<file path="src/rtl/unsadd_ctrl_pkg.sv">
// Shared types and default sizes for the uNSADD16 run controller.
// No logic; types and constants only.
// Not applicable (no handshakes).
package unsadd_ctrl_pkg;

    localparam int N_DEF     = 16;
    localparam int LEN_W_DEF = 12;

    typedef enum logic [2:0] {
        IDLE  = 3'd0,
        LOAD  = 3'd1,
        RUN   = 3'd2,
        DRAIN = 3'd3,
        DONE  = 3'd4
    } run_state_e;

endpackage

</file>
<file path="src/rtl/sc_ones_cnt.sv">
// Saturating counter of ones on a sampled bitstream.
// Count visible one cycle after the sampled bit.
// No backpressure; clr has priority over counting.
module sc_ones_cnt #(
    parameter int W = 12
) (
    input  logic         clk,
    input  logic         rst,
    input  logic         clr,
    input  logic         en,
    input  logic         bit_in,
    output logic [W-1:0] cnt
);

    // Count ones while enabled, sticking at all-ones instead of wrapping.
    always_ff @(posedge clk) begin
        if (rst || clr) begin
            cnt <= '0;
        end else if (en && bit_in && (cnt != {W{1'b1}})) begin
            cnt <= cnt + W'(1);
        end
    end

endmodule

</file>
<file path="src/rtl/unsadd_run_ctrl.sv">
// Job sequencer for one uNSADD16 adder: load SNGs, stream L cycles, count L output samples.
// Result appears L+3 cycles after the start handshake (2 cycles for L=0).
// One job at a time; result held in DONE until res_ready, start_ready only in IDLE.
module unsadd_run_ctrl
    import unsadd_ctrl_pkg::*;
#(
    parameter int N     = N_DEF,
    parameter int LEN_W = LEN_W_DEF
) (
    input  logic             clk,
    input  logic             rst,
    input  logic             start_valid,
    output logic             start_ready,
    input  logic [LEN_W-1:0] cfg_len,
    input  logic [N-1:0]     cfg_mask,
    input  logic             abort,
    output logic             sng_load,
    output logic             sng_en,
    output logic [N-1:0]     lane_mask,
    output logic             add_clr,
    input  logic             add_out,
    output logic             res_valid,
    input  logic             res_ready,
    output logic [LEN_W-1:0] res_ones,
    output logic [LEN_W-1:0] res_len,
    output logic             res_aborted,
    output logic             busy
);

    run_state_e       state, state_nxt;
    logic [LEN_W-1:0] len_q;
    logic [LEN_W-1:0] len_cnt;
    logic [N-1:0]     mask_q;
    logic             sen_q;
    logic             aborted_q;
    logic             add_clr_q;
    logic             start_hs;

    assign start_hs    = (state == IDLE) && start_valid;
    assign lane_mask   = mask_q;
    assign res_len     = len_q;
    assign res_aborted = aborted_q;
    assign add_clr     = add_clr_q;
    assign busy        = (state != IDLE);

    // Next-state and Moore outputs of the job sequencer.
    always_comb begin
        state_nxt   = state;
        start_ready = 1'b0;
        sng_load    = 1'b0;
        sng_en      = 1'b0;
        res_valid   = 1'b0;
        case (state)
            IDLE: begin
                start_ready = 1'b1;
                if (start_valid) state_nxt = LOAD;
            end
            LOAD: begin
                sng_load  = 1'b1;
                state_nxt = (len_q == '0) ? DONE : RUN;
            end
            RUN: begin
                sng_en = 1'b1;
                if (abort || (len_cnt == LEN_W'(1))) state_nxt = DRAIN;
            end
            DRAIN: begin
                state_nxt = DONE;
            end
            DONE: begin
                res_valid = 1'b1;
                if (res_ready) state_nxt = IDLE;
            end
            default: begin
                state_nxt = IDLE;
            end
        endcase
    end

    // State, job registers, length down-counter and the adder-latency sample flop.
    always_ff @(posedge clk) begin
        if (rst) begin
            state     <= IDLE;
            len_q     <= '0;
            mask_q    <= '0;
            len_cnt   <= '0;
            sen_q     <= 1'b0;
            aborted_q <= 1'b0;
            add_clr_q <= 1'b1;
        end else begin
            state <= state_nxt;
            sen_q <= sng_en;
            // Adder is held cleared whenever the next state is not streaming.
            add_clr_q <= (state_nxt == IDLE) || (state_nxt == LOAD) || (state_nxt == DONE);
            if (start_hs) begin
                len_q     <= cfg_len;
                mask_q    <= cfg_mask;
                aborted_q <= 1'b0;
            end
            if (state == LOAD) begin
                len_cnt <= len_q;
            end else if (state == RUN) begin
                len_cnt <= len_cnt - LEN_W'(1);
            end
            if (((state == RUN) || (state == DRAIN)) && abort) begin
                aborted_q <= 1'b1;
            end
        end
    end

    // add_out lags sng_en by one cycle, so samples are taken while sen_q is high.
    sc_ones_cnt #(.W(LEN_W)) u_ones (
        .clk    (clk),
        .rst    (rst),
        .clr    (start_hs),
        .en     (sen_q),
        .bit_in (add_out),
        .cnt    (res_ones)
    );

endmodule

</file>
<file path="config.mk">
export PLATFORM = sky130hd
export DESIGN_NAME = unsadd_run_ctrl
export DESIGN_NICKNAME = d
export VERILOG_FILES = /design/src/rtl/unsadd_ctrl_pkg.sv /design/src/rtl/sc_ones_cnt.sv /design/src/rtl/unsadd_run_ctrl.sv
export SDC_FILE = /design/constraint.sdc
export NUM_CORES = 1
export LEC_CHECK = 0
export CELL_PAD_IN_SITES_DETAIL_PLACEMENT = 1
export CELL_PAD_IN_SITES_GLOBAL_PLACEMENT = 1
export CORE_ASPECT_RATIO = 0.5
export CORE_MARGIN = 8
export CORE_UTILIZATION = 33
export CTS_CLUSTER_SIZE = 25
export DETAILED_ROUTE_END_ITERATION = 8
export GPL_TIMING_DRIVEN = 0
export HOLD_SLACK_MARGIN = 0.15
export PLACE_DENSITY_LB_ADDON = 0.1
export SYNTH_ARGS = -nofsm -noshare
export SYNTH_HDL_FRONTEND = slang
export SYNTH_SLANG_ARGS = --single-unit
</file>
<file path="constraint.sdc">
create_clock -name clk -period 2.3 [get_ports clk]
set_input_delay 0.46 -clock clk [delete_from_list [all_inputs] [get_ports clk]]
set_output_delay 0.46 -clock clk [all_outputs]
set_load 0.005 [all_outputs]
</file>
==> impl_results.md, run 1 <==
* Status: finished, final reports clean
* Site Rows at 22
* # setup viols final at 0
* CP Data Required Time at 1.84 ns
* Wirelength per Cell at between 15 and 20 µm
* Vias post-DR at ~2600
* Hold_ws at around 0.45 ns
* Cells on worst reg2reg path at 4
* Worst setup EP type: output port
* Min Tclk post-route at around 2.2 ns
* CTS Hold Bufs at 0
* GP Congestion at 0.829
* Final Hold Viols at 0
* Root buffer cell: clkbuf_16
* Tightest Hold Check Type: reg2reg
* Worst r2r dst: len_cnt[11]
* Clock Latency Late Sink at about 0.32 ns
* First-pass DRT Iterations at 4
* R2R Setup Slk at just over 0.4 ns
* Critical Path Source Type: flip-flop
* Most frequent cells in the layout: 78 x clkdlybuf4s50_1, 73 x nand2_1, 57 x dfxtp_1
* Post-Syn Area per Cell at 7.94 µm²
* Fmax at roughly 450 MHz
* Grt ovf at 0
* Syn_nets at between 300 and 400
* CTS tree: built
* Total power at around 0.0031 W
* FF+latch count, synth at slightly below 60
* Mapped cell area at between 2000 and 3000 µm²
* Chip height at 77.8 µm
* FF/Latch Area at 1160 µm²
* MaxCap Viol Count at 0
* Layout Nets at between 400 and 500
* Final instance area at 3760 µm²
* Largest net degree at the start of global routing at 12
* Clock power share at between 40% and 50%
* DRC Markers at 0
* Vias in the first global route at roughly 2700
* Clk pin slew, worst setup/hold paths at roughly 0.05 ns
* Worst setup path start: state[2]
* HPWL after DPL at approximately 6500 µm
* CP Class: reg2out
* Post-synth cell types at 43
* Core ar. at roughly 7400 µm²
* Reg power frac at a little under two fifths
* Hold-critical path depth at 2
* Hold Crit Start: lane_mask[10]
* Worst-margin pin slew at 0.835 ns
* Share of cells above drive strength 1 at approximately 8%
* Initial antenna violation count at 0
* FF-to-FF Start: len_cnt[2]
* Fillers at about 870
* Leakage at around 1.4 nW
* Max FO, Critical Path at 7
* Final core utilization at about half
* Final Skew at roughly 0.0066 ns
* Crit share post-route at between 90 and 100%
* Setup WS pre-CTS at -0.226 ns
* Area Growth Syn to Fin at 49.0%
* Sw frac at ~28%
* H-tree depth at 3
* Port bufs at between 70 and 80
* P_sw at between 0.0008 and 0.0009 W
* CP Data Arrival Time at about 1.8 ns
* Worst slew margin at between 40 and 50%
* Peak VDD IR at 0.350 mV
* Initial DRC count at 151
* Synth Warn # at 0
* Combinational share of power at between 20% and 30%
* Die X at 140 µm
* Final ANT Viol Nets at 0
* # IOs at 81
* Antenna diodes at 0
* Num CTS Buffers at 9
* First-pass GRT wire length at approximately 14000 µm
* Starting Density at about a third
* Maximum clock path buffer count at 2
* Post-synthesis cell count at 318
* WL final at about 8500 µm
* Dpl cell area at around 3400 µm²
* Slew Limit Fails at 0
* Most common cell after layout, fill and taps aside: clkdlybuf4s50_1
* Sink Count at 58
* Multi-input gate area at between 1000 and 1500 µm²
* RSZ-0062 raised after global routing: no
* DR vias/cell at between 5 and 6
* PnR worst setup slack at just under 0.09 ns
* Sequential area share after synthesis at ~46%
* PD cells at slightly above 800 nW/µm²
* Pint at 0.00221 W
* Full die area at 10900 µm²
* GRT Total Usage at 15.9%
* Setup crit end: start_ready
flip-flops by register name (all words and copies together), names as in the netlist:
register and flops:
sen_q 1, len_cnt 12, lane_mask 16, state 3, add_clr 1, res_len 12, res_aborted 1, u_ones.cnt 12
worst max-delay path, cell delays in order (launching register included):
cell,delay (ns)
dfxtp_1,0.38
or3_1,0.44
inv_1,0.10
clkdlybuf4s50_1,0.51
synthesized netlist by cell type:
cell / n / area share (%)
o311ai_0: 4 / 1.4
o41ai_1: 1 / 0.35
nand4_1: 4 / 0.99
nor4b_1: 1 / 0.35
and4_1: 2 / 0.69
xor2_1: 3 / 1.0
o211ai_1: 2 / 0.59
nand2_1: 74 / 11
nand3_1: 5 / 0.99
ha_1: 3 / 1.5
nor2_1: 23 / 3.4
or3b_1: 1 / 0.35
o22ai_1: 1 / 0.25
a2bb2oi_1: 4 / 1.4
nor3_1: 6 / 1.2
and2_1: 2 / 0.50
or4_1: 2 / 0.59
or3_1: 7 / 1.7
a21oi_2: 1 / 0.35
or4_4: 1 / 0.45
or4b_1: 1 / 0.40
a311oi_1: 1 / 0.35
nor2b_1: 2 / 0.50
a31o_2: 1 / 0.35
a211o_2: 1 / 0.40
mux2i_1: 1 / 0.40
buf_2: 3 / 0.59
a22oi_1: 2 / 0.59
a31oi_1: 8 / 2.0
a32oi_1: 2 / 0.69
dfxtp_1: 58 / 46
nand4_4: 1 / 0.84
o21ai_0: 13 / 2.6
inv_1: 10 / 1.5
buf_1: 1 / 0.15
nor4_1: 6 / 1.5
clkinv_1: 1 / 0.15
a21oi_1: 40 / 7.9
o31ai_1: 2 / 0.59
o31a_1: 2 / 0.69
a221oi_1: 2 / 0.69
or2_2: 1 / 0.25
clkbuf_1: 12 / 1.8
what timing repair did:
item | 4_1_cts | 5_1_grt
endpoints found under the hold margin | 0 | 0
gates cloned | 0 | 0
buffers inserted | 1 | 0
gates resized for setup | 6 | 5
pin swaps | 0 | 0
setup endpoints to repair | 2 | 2
kinds of logic (layout without fill, tap and decap cells):
kind of cell    Yosys count  count (layout)  share of synthesized area [%]
compound gates           87              87                           21.2
xor+xnor                  3               3                           1.04
fa+ha+maj                 3               3                           1.49
buf+inv                  27             122                           4.16
flops                    58              58                           46.0
mux                       1               1                          0.397
simple gates            139             139                           25.7
cell type report:
type / instances / area share (%)
Clock buffer: 12 / 7.09
Timing Repair Buffer: 80 / 21.3
Buffer: 15 / 1.80
Sequential cell: 58 / 30.9
Clock inverter: 4 / 0.665
Multi-Input combinational cell: 233 / 33.7
Inverter: 11 / 1.33
Tap cell: 96 / 3.19
worst min path at each step:
stage / end / slack [ns]
4_1_cts: lane_mask[14] / 0.46
3_3_place_gp: lane_mask[8] / 0.44
5_1_grt: lane_mask[3] / 0.48
3_5_place_dp: lane_mask[14] / 0.45
2_1_floorplan: lane_mask[0] / 0.45
6_report: lane_mask[10] / 0.45
metal layers:
layer / wire length, µm / vias to the layer above / track usage (%)
li1: - / 1313 / -
met1: 3650 / 1269 / 16.8
met2: 4480 / 42 / 29.9
met3: 362 / 6 / 5.74
met4: 52 / 0 / 4.08
met5: 0 / - / 0
power by group through the flow:
stage	Clock [W]	Combinational, W	Sequential, W
after floorplan	0	0.000344	0.00117
after global placement	0	0.000627	0.00118
after detailed placement	0	0.000646	0.00119
after CTS	0.00130	0.000663	0.00117
after global routing	0.00134	0.000725	0.00118
final	0.00127	0.000657	0.00117
metrics by stage:
step / TNS [ns] / cells
finish: 0 / 509
global route: 0 / 509
CTS: 0 / 509
detailed placement: -2.69 / 493
global placement: -3.54 / 493
floorplan: 0 / 318
Power figures use the tool's default switching activity.
==> run 2: changes to the inputs <==
--- a/config.mk
+++ b/config.mk
@@ -5,6 +5,7 @@
 export SDC_FILE = /design/constraint.sdc
 export NUM_CORES = 1
 export LEC_CHECK = 0
+export CAP_MARGIN = 0
 export CELL_PAD_IN_SITES_DETAIL_PLACEMENT = 1
 export CELL_PAD_IN_SITES_GLOBAL_PLACEMENT = 1
 export CORE_ASPECT_RATIO = 0.5
@@ -15,6 +16,7 @@
 export GPL_TIMING_DRIVEN = 0
 export HOLD_SLACK_MARGIN = 0.15
 export PLACE_DENSITY_LB_ADDON = 0.1
+export REMOVE_ABC_BUFFERS = 1
 export SYNTH_ARGS = -nofsm -noshare
 export SYNTH_HDL_FRONTEND = slang
 export SYNTH_SLANG_ARGS = --single-unit
==> impl_results.md, run 2 (synthesis gave the netlist of run 1 again) <==
* Starting Density at around 34%
* Clk pin slew, worst setup/hold paths at roughly 0.05 ns
* Min Tclk post-route at approximately 2.1 ns
* Die X at around 140 µm
* Final Skew at 0.00335 ns
* First-pass GRT wire length at about 14000 µm
* Initial DRC count at 100
* Root buffer cell: clkbuf_16
* Final setup TNS at 0 ns
* Wirelength per Cell at about 17 µm
* Sink Count at a little under 60
* Critical-path top delay cell: clkdlybuf4s50_1
* DRC Markers at 0
* CP top delay family: buffers and inverters
* Dpl cell area at roughly 3400 µm²
* Hold Crit Start: lane_mask[10]
* CTS Hold Bufs at 0
* Status: finished, final reports clean
* First-pass DRT Iterations at 4
* Clock Latency Late Sink at 0.33 ns
* Site Rows at 22
* CP Data Required Time at around 1.8 ns
* FF/Latch Area at between 1000 and 1500 µm²
* Worst setup EP type: output port
* Hold_ws at about 0.45 ns
* CP Class: reg2out
* Worst-margin pin slew at ~1.0 ns
* # setup viols final at 0
* FF-to-FF Start: state[2]
* Grt ovf at 0
* Vias in the first global route at roughly 2700
* Final core utilization at approximately 50%
* GRT Total Usage at between 15 and 20%
* Final Hold Viols at 0
* Slew Limit Fails at 0
* Cells on worst reg2reg path at 5
* Antenna diodes at 0
* Crit share post-route at slightly above 90%
* Crit path cell chain: or3_1 > inv_1 > clkdlybuf4s50_1
* Flip-flop count of the largest register after layout at 16
* CP peak stage delay at roughly 0.50 ns
* Maximum clock path buffer count at 2
* Critical Path Source Type: flip-flop
* Full die area at between 10000 and 15000 µm²
* Core ar. at 7380 µm²
* Layout Nets at 435
* Fillers at approximately 880
* CP bufs+invs at 2
* R2R Setup Slk at 0.27 ns
* Multi-input gate area at between 1000 and 1500 µm²
* Share of cells above drive strength 1 at under 10%
* Final instance area at 3720 µm²
* Worst slew margin at 30.7%
* Peak VDD IR at 0.419 mV
* CP Data Arrival Time at 1.66 ns
* Hold-critical path depth at 2
* Chip height at about 80 µm
* Vias post-DR at between 2000 and 3000
* # IOs at around 80
* H-tree depth at 3
* Area Growth Syn to Fin at 47.5%
* Tightest Hold Check Type: reg2reg
* Initial antenna violation count at 0
* Num CTS Buffers at 9
* Most frequent cells in the layout: 78 x clkdlybuf4s50_1, 74 x nand2_1, 55 x dfxtp_1
* RSZ-0062 raised after global routing: no
* Final ANT Viol Nets at 0
* Hold Path Sink: lane_mask[10]
* Worst r2r dst: res_aborted
* MaxCap Viol Count at 0
* Fmax at roughly 470 MHz
* Port bufs at 80
* HPWL after DPL at between 5000 and 6000 µm
* Leakage at 1.35 nW
* WL final at 8270 µm
* Most common cell after layout, fill and taps aside: clkdlybuf4s50_1
* Largest net degree at the start of global routing at 47
* CTS tree: built
* Max FO, Critical Path at 7
* GP Congestion at approximately 0.77
* Total power at between 0.003 and 0.004 W
* PD cells at approximately 820 nW/µm²
* DR vias/cell at 5.20
[run 2: what timing repair did]
item	CTS	global route
gates resized for setup	6	4
pin swaps	1	0
endpoints found under the setup margin	2	2
buffers inserted	2	0
hold endpoints to repair	0	0
[run 2: stage by stage]
stage	cells	setup slack, ns
5_1_grt	499	0.0852
6_report	499	0.180
2_1_floorplan	302	-1.19
3_5_place_dp	481	-0.0544
3_3_place_gp	478	-3.42
4_1_cts	499	0.0194
[run 2: worst min-delay path, delay by kind of cell (launching register included)]
family | cells | cell delay [ns]
flops | 1 | 0.30
compound gates | 1 | 0.05
simple gates | 1 | 0.05
[run 2: worst max path at each step]
stage	from	endpoint	slack, ns	depth (start not counted)
finish	state[2]	start_ready	0.18	3
floorplan	start_valid	u_ones.cnt[5]	-1.19	3
detailed placement	state[1]	sng_en	-0.05	3
CTS	state[1]	sng_en	0.02	3
global placement	start_valid	u_ones.cnt[5]	-3.42	4
global route	state[2]	res_valid	0.09	3
[run 2: final cells by class]
cell class	count	share of cell area (%)
clock inverter	2	0.269
multi-input combinational	233	34.0
inverter	11	1.34
sequential	58	31.4
tap	96	3.23
clock buffer	14	7.36
timing repair buffer	85	22.4
[run 2: power by group]
group / switching [W] / internal, W / leakage [nW]
clock: 0.000443 / 0.000813 / 0.143
combinational: 0.000323 / 0.000309 / 0.734
sequential: 0.0000871 / 0.00109 / 0.475
[run 2: layer usage]
layer / part of all wire [%] / vias up / GRT usage [%] / wire length (µm)
li1: - / 1292 / - / -
met1: 44 / 1232 / 17.0 / 3670
met2: 46 / 61 / 25.9 / 3780
met3: 8.6 / 12 / 8.00 / 710
met4: 1.3 / 0 / 4.62 / 109
met5: 0 / - / 0 / 0
